File: src/rtl/bird_physics_controller_if.sv
// rtl/bird_physics_controller_if.sv - frame tick / flap inputs and game-state outputs of the bird engine
interface bird_physics_controller_if;
  logic        iFrameTick;
  logic        iFlap;
  logic [9:0]  oBirdY;
  logic [15:0] oScore;
  logic [1:0]  oState;
  logic        oGameOver;

  modport master (
    output iFrameTick,
    output iFlap,
    input  oBirdY,
    input  oScore,
    input  oState,
    input  oGameOver
  );

  modport slave (
    input  iFrameTick,
    input  iFlap,
    output oBirdY,
    output oScore,
    output oState,
    output oGameOver
  );
endinterface

File: src/rtl/bird_physics_controller.sv
// rtl/bird_physics_controller.sv - per-frame bird physics, score and READY/PLAYING/DEAD engine (option: BIRD_CEILING_KILL_EN)
module bird_physics_controller #(
  parameter int SCREEN_HEIGHT     = 480,
  parameter int BIRD_HEIGHT       = 24,
  parameter int START_Y           = 228,
  parameter int GRAVITY           = 4,
  parameter int FLAP_VELOCITY     = 96,
  parameter int MAX_FALL_VELOCITY = 128,
  parameter int SCORE_FRAMES      = 60,
  parameter int DEAD_HOLD_FRAMES  = 30
) (
  input logic                     iClock,
  input logic                     iResetN,
  bird_physics_controller_if.slave bus
);

  typedef enum logic [1:0] {
    ST_READY   = 2'd0,
    ST_PLAYING = 2'd1,
    ST_DEAD    = 2'd2,
    ST_BAD     = 2'd3
  } state_t;

`ifdef BIRD_CEILING_KILL_EN
  localparam bit CEIL_KILL = 1'b1;
`else
  localparam bit CEIL_KILL = 1'b0;
`endif

  // All physics math is 16-bit signed; positions are 10.4 fixed point.
  localparam logic signed [15:0] GRAV_S    = 16'(GRAVITY);
  localparam logic signed [15:0] FLAP_S    = 16'(FLAP_VELOCITY);
  localparam logic signed [15:0] MAXF_S    = 16'(MAX_FALL_VELOCITY);
  localparam logic signed [15:0] FLOOR_S   = 16'((SCREEN_HEIGHT - BIRD_HEIGHT) * 16);
  localparam logic [13:0]        FLOOR_FP  = 14'((SCREEN_HEIGHT - BIRD_HEIGHT) * 16);
  localparam logic [13:0]        START_FP  = 14'(START_Y * 16);
  localparam logic [15:0]        SCORE_LAST = 16'(SCORE_FRAMES - 1);
  localparam logic [15:0]        HOLD_DONE  = 16'(DEAD_HOLD_FRAMES);

  state_t             state;
  logic               game_over;
  logic [13:0]        pos;
  logic signed [11:0] vel;
  logic [15:0]        score;
  logic [15:0]        frame_cnt;
  logic [15:0]        hold_cnt;

  logic flap_s1, flap_s2, flap_d, flap_pending;
  logic flap_edge;

  logic signed [15:0] vel_ext, vel_grav, vel_n, pos_n;
  logic               hit_floor, hit_ceil, do_play;

  assign flap_edge = flap_s2 & ~flap_d;

  // Synchronise the button, detect its rising edge, and latch one flap per frame.
  always_ff @(posedge iClock or negedge iResetN) begin
    if (!iResetN) begin
      flap_s1      <= 1'b0;
      flap_s2      <= 1'b0;
      flap_d       <= 1'b0;
      flap_pending <= 1'b0;
    end else begin
      flap_s1 <= bus.iFlap;
      flap_s2 <= flap_s1;
      flap_d  <= flap_s2;
      // The tick consumes the pending flap; an edge landing on the tick carries to the next frame.
      if (bus.iFrameTick) begin
        flap_pending <= flap_edge;
      end else if (flap_edge) begin
        flap_pending <= 1'b1;
      end
    end
  end

  // Candidate velocity/position for a PLAYING update and its floor/ceiling outcome.
  always_comb begin
    vel_ext  = {{4{vel[11]}}, vel};
    vel_grav = vel_ext + GRAV_S;
    vel_n    = flap_pending ? -FLAP_S : ((vel_grav > MAXF_S) ? MAXF_S : vel_grav);
    pos_n    = $signed({2'b00, pos}) + vel_n;
    hit_floor = (pos_n >= FLOOR_S);
    hit_ceil  = pos_n[15];
    do_play   = (state == ST_PLAYING) || ((state == ST_READY) && flap_pending);
  end

  // Game state machine: advances only on frame ticks so outputs hold steady all frame.
  always_ff @(posedge iClock or negedge iResetN) begin
    if (!iResetN) begin
      state     <= ST_READY;
      game_over <= 1'b0;
      pos       <= START_FP;
      vel       <= '0;
      score     <= '0;
      frame_cnt <= '0;
      hold_cnt  <= '0;
    end else if (state == ST_BAD) begin
      state     <= ST_READY;
      game_over <= 1'b0;
      pos       <= START_FP;
      vel       <= '0;
      score     <= '0;
      frame_cnt <= '0;
      hold_cnt  <= '0;
    end else if (bus.iFrameTick) begin
      if (do_play) begin
        if (hit_floor) begin
          // Death freezes the frame counter, so a coincident score step is dropped.
          state     <= ST_DEAD;
          game_over <= 1'b1;
          pos       <= FLOOR_FP;
          vel       <= '0;
          hold_cnt  <= '0;
        end else if (hit_ceil && CEIL_KILL) begin
          state     <= ST_DEAD;
          game_over <= 1'b1;
          pos       <= '0;
          vel       <= '0;
          hold_cnt  <= '0;
        end else begin
          state     <= ST_PLAYING;
          game_over <= 1'b0;
          if (hit_ceil) begin
            pos <= '0;
            vel <= '0;
          end else begin
            pos <= pos_n[13:0];
            vel <= vel_n[11:0];
          end
          if (frame_cnt == SCORE_LAST) begin
            frame_cnt <= '0;
            if (score != 16'hFFFF) begin
              score <= score + 16'd1;
            end
          end else begin
            frame_cnt <= frame_cnt + 16'd1;
          end
        end
      end else if (state == ST_DEAD) begin
        if (hold_cnt == HOLD_DONE) begin
          if (flap_pending) begin
            state     <= ST_READY;
            game_over <= 1'b0;
            pos       <= START_FP;
            vel       <= '0;
            score     <= '0;
            frame_cnt <= '0;
            hold_cnt  <= '0;
          end
        end else begin
          hold_cnt <= hold_cnt + 16'd1;
        end
      end
    end
  end

  assign bus.oBirdY    = pos[13:4];
  assign bus.oScore    = score;
  assign bus.oState    = state;
  assign bus.oGameOver = game_over;

endmodule

File: src/flat_wrapper.sv
// flat-port wrapper written by rule: the top's interface ports become plain ports
module bird_physics_controller_flat 
#(
  parameter int SCREEN_HEIGHT     = 480,
  parameter int BIRD_HEIGHT       = 24,
  parameter int START_Y           = 228,
  parameter int GRAVITY           = 4,
  parameter int FLAP_VELOCITY     = 96,
  parameter int MAX_FALL_VELOCITY = 128,
  parameter int SCORE_FRAMES      = 60,
  parameter int DEAD_HOLD_FRAMES  = 30
)
  (iClock, iResetN, bus_iFrameTick, bus_iFlap, bus_oBirdY, bus_oScore, bus_oState, bus_oGameOver);
  bird_physics_controller_if bus_i ();
  input logic iClock;
  input logic iResetN;
  input wire logic [$bits(bus_i.iFrameTick)-1:0] bus_iFrameTick;
  input wire logic [$bits(bus_i.iFlap)-1:0] bus_iFlap;
  output wire logic [$bits(bus_i.oBirdY)-1:0] bus_oBirdY;
  output wire logic [$bits(bus_i.oScore)-1:0] bus_oScore;
  output wire logic [$bits(bus_i.oState)-1:0] bus_oState;
  output wire logic [$bits(bus_i.oGameOver)-1:0] bus_oGameOver;
  assign bus_i.iFrameTick = bus_iFrameTick;
  assign bus_i.iFlap = bus_iFlap;
  assign bus_oBirdY = bus_i.oBirdY;
  assign bus_oScore = bus_i.oScore;
  assign bus_oState = bus_i.oState;
  assign bus_oGameOver = bus_i.oGameOver;
  bird_physics_controller #(.SCREEN_HEIGHT(SCREEN_HEIGHT), .BIRD_HEIGHT(BIRD_HEIGHT), .START_Y(START_Y), .GRAVITY(GRAVITY), .FLAP_VELOCITY(FLAP_VELOCITY), .MAX_FALL_VELOCITY(MAX_FALL_VELOCITY), .SCORE_FRAMES(SCORE_FRAMES), .DEAD_HOLD_FRAMES(DEAD_HOLD_FRAMES)) u_core (.iClock(iClock), .iResetN(iResetN), .bus(bus_i));
endmodule
File: config.mk
export PLATFORM = sky130hd
export DESIGN_NAME = bird_physics_controller_flat
export DESIGN_NICKNAME = d
export VERILOG_FILES = /design/src/rtl/bird_physics_controller_if.sv /design/src/rtl/bird_physics_controller.sv /design/src/flat_wrapper.sv
export SDC_FILE = /design/constraint.sdc
export NUM_CORES = 1
export LEC_CHECK = 0
export CAP_MARGIN = 5
export CORE_MARGIN = 3
export CORE_UTILIZATION = 51
export DETAILED_ROUTE_END_ITERATION = 10
export PLACE_DENSITY = 0.74
export SYNTH_ARGS = -nofsm -noshare
export SYNTH_HDL_FRONTEND = slang
export SYNTH_SLANG_ARGS = --single-unit
File: constraint.sdc
create_clock -name iClock -period 6.9 [get_ports iClock]
set_input_delay 1.38 -clock iClock [delete_from_list [all_inputs] [get_ports iClock]]
set_output_delay 1.38 -clock iClock [all_outputs]
set_load 0.01 [all_outputs]
==> metrics.cfg <==
[run_status]
status=finished clean

[power_and_ir_drop]
intPower_uw=1090
power_leakage_uw=0.00251
p_sw_uw=822
switching_share=0.429
powerDensity_nw_per_um2=333
p_total_uw=1920
seqPwrFrac=0.321
clockPowerShare=0.227
combPwrFrac=0.452
irDropWorstVdd_uv=210

[final_layout]
fin_nets=634
syn2layout_area_growth_pct=11.0
nFillCells=908
final_common_cell=dfrtp_1
antenna_cells=0
drive_gt1_frac=0.0814
fin_area_um2=5760
layout_common_cells=76 x dfrtp_1, 72 x nand2_1, 53 x a21oi_1

[min_path]
min_path_type=reg2reg

[route]
dr_total_vias=4593
drt_wl_total_mm=12.2
drcViolationCount=0
first_pass_iters=5
wl_per_cell_um=16.4
antenna_left=0
drtIter0Drc=272
vias_per_cell=6.15

[worst_setup_path]
crit_path_max_fanout=13
worstPathArrival_ns=6.34
cp.required_ns=7.10
worstSetupStartpointType=flop
path_class=reg2reg
critPathCaptureType=flop

[synthesis]
ys.flop_type=dfrtp_1
syn_area_um2=5190
synthCells=601
yosysUniqueCellTypes=63
synthArstFlopShare=1.00
synth_edf_count=0
ys_seq_elements=80
syn_avg_cell_area_um2=8.63
syn_nets=626
ys_seq_area_frac=0.387
ys_warn_count=0

[timing]
finalSetupViolCount=0
drv_slew=0
final_hold_viol_count=0
tightest_slew_ns=1.03
timing.final.crit_share=0.890
grt_setup_unrepaired=false
finalSetupTns_ns=0
slew_headroom=0.316
fin_crit_ns=6.14
skew_ns=0.00674
fmax_ghz=0.163

[floorplan]
die_w_um=107
rows=36
dieArea_um2=11400
ios=33
initial_core_util=0.528
die_h_um=107
core_region_area_um2=9820

[place]
place_hpwl_mm=8.50
gp_congestion=0.875
port_buffers=32
dpl_cell_area_um2=5510

[clock_network]
cts_resized=0
post-cts-setup-buffer-count=0
clock_sinks=80
htreeDepth=3
cts_tree=built
root_buffer=clkbuf_8
postCtsHoldBufs=0
ctsLongestPathBuffers=2
path_clk_slew_ns=0.09
cts_made_buffers=9
clock_latency_ns=0.36

[grt]
grt_pass1_wl_mm=21.0
grt_pass1_vias=4487
grt.total_usage=0.225
antenna_found_initial=0
grt_max_degree=81
gr-total-overflow=0

[job]
cap_violations=0

cells by family (layout without fill, tap and decap cells):
group,Yosys count,count (layout),synth area share
flip-flops,80,80,0.387
AO/OA/AOI/OAI,173,173,0.212
adder cells (fa/ha/maj),21,21,0.0521
multiplexers,13,13,0.0258
XOR/XNOR,20,20,0.0338
AND/OR/NAND/NOR,233,233,0.234
buffers and inverters,61,74,0.0552
flip-flops by register name, indices dropped and copies added, names as in the netlist:
register / flops
u_core.flap_s2: 1
u_core.pos: 14
u_core.flap_pending: 1
u_core.flap_d: 1
u_core.bus.oGameOver: 1
u_core.frame_cnt: 16
u_core.flap_s1: 1
u_core.hold_cnt: 16
u_core.bus.oScore: 16
u_core.bus.oState: 1
u_core.vel: 12
power by group through the flow:
stage / combinational (uW) / sequential (uW) / clock, uW
3_5_place_dp: 858 / 623 / 0
6_report: 866 / 615 / 435
5_1_grt: 960 / 627 / 464
3_3_place_gp: 833 / 619 / 0
4_1_cts: 864 / 614 / 445
2_1_floorplan: 665 / 595 / 0
cells in the mapped netlist (9+ instances only):
cell | instances | share of area
o31ai_1 | 14 | 0.020
o21ai_0 | 38 | 0.037
a21oi_1 | 53 | 0.051
or3_1 | 9 | 0.011
xor2_1 | 9 | 0.015
dfrtp_1 | 76 | 0.37
nor2_1 | 39 | 0.028
clkbuf_1 | 18 | 0.013
nand4_1 | 17 | 0.020
or4_1 | 9 | 0.013
and3_1 | 12 | 0.014
buf_4 | 12 | 0.017
buf_2 | 10 | 0.0096
mux2i_1 | 10 | 0.019
nand2b_1 | 11 | 0.013
nor3_1 | 9 | 0.0087
nand2_1 | 72 | 0.052
ha_1 | 20 | 0.048
xnor2_1 | 11 | 0.019
inv_1 | 19 | 0.014
a31oi_1 | 12 | 0.014
nand3_1 | 27 | 0.026
per-layer routing:
layer,global-route usage,up-vias,share of wire
met5,0,-,0
met4,0.0731,0,0.019
met3,0.0464,18,0.035
met2,0.380,94,0.50
met1,0.289,2263,0.44
li1,-,2218,-
worst paths after layout:
check	start	endpoint	slack (ns)	cells past startpoint
worst min register to register	u_core.flap_s2$_DFF_PN0_	u_core.flap_d$_DFF_PN0_	0.38	0
worst max register to register	u_core.vel[2]$_DFFE_PN0P_	u_core.frame_cnt[8]$_DFFE_PN0P_	0.76	20
worst min-delay path	u_core.flap_s2$_DFF_PN0_	u_core.flap_d$_DFF_PN0_	0.38	0
worst max-delay path	u_core.vel[2]$_DFFE_PN0P_	u_core.frame_cnt[8]$_DFFE_PN0P_	0.76	20
min in group asynchronous	iResetN	u_core.hold_cnt[7]$_DFFE_PN0P_	1.18	1
max in group asynchronous	iResetN	u_core.pos[2]$_DFFE_PN0P_	5.05	1
cell type report:
cell class	count	area, um^2	area share
Multi-Input combinational cell	460	2900	0.503
Clock buffer	10	138	0.0239
Tap cell	133	166	0.0289
Inverter	20	75.1	0.0130
Timing Repair Buffer	38	363	0.0630
Sequential cell	80	2010	0.348
Clock inverter	6	115	0.0200
critical path, cell delays in order, from the launching register on:
cell	delay, ns
dfrtp_1	0.44
ha_1	0.30
or4bb_1	0.53
a211oi_1	0.21
o21ai_0	0.09
a22oi_1	0.18
a21oi_1	0.17
nor2_1	0.48
and2_1	0.21
ha_1	0.18
inv_1	0.07
fa_1	0.37
nand2b_1	0.20
a21oi_1	0.22
o21ai_0	0.17
o21ai_0	0.21
a21oi_1	0.12
o311ai_0	0.65
a21oi_2	0.25
nor2_1	0.72
a31oi_1	0.21
through the flow:
step	setup slack [ns]	instances	hold WS, ns	utilization
CTS	0.760	747	0.384	0.587
detailed placement	0.781	731	0.364	0.561
finish	0.762	747	0.384	0.587
global placement	1.10	731	0.367	0.561
floorplan	1.88	601	0.331	-
global route	0.109	747	0.402	0.587
Note: power is estimated with default switching activity, not from simulation.
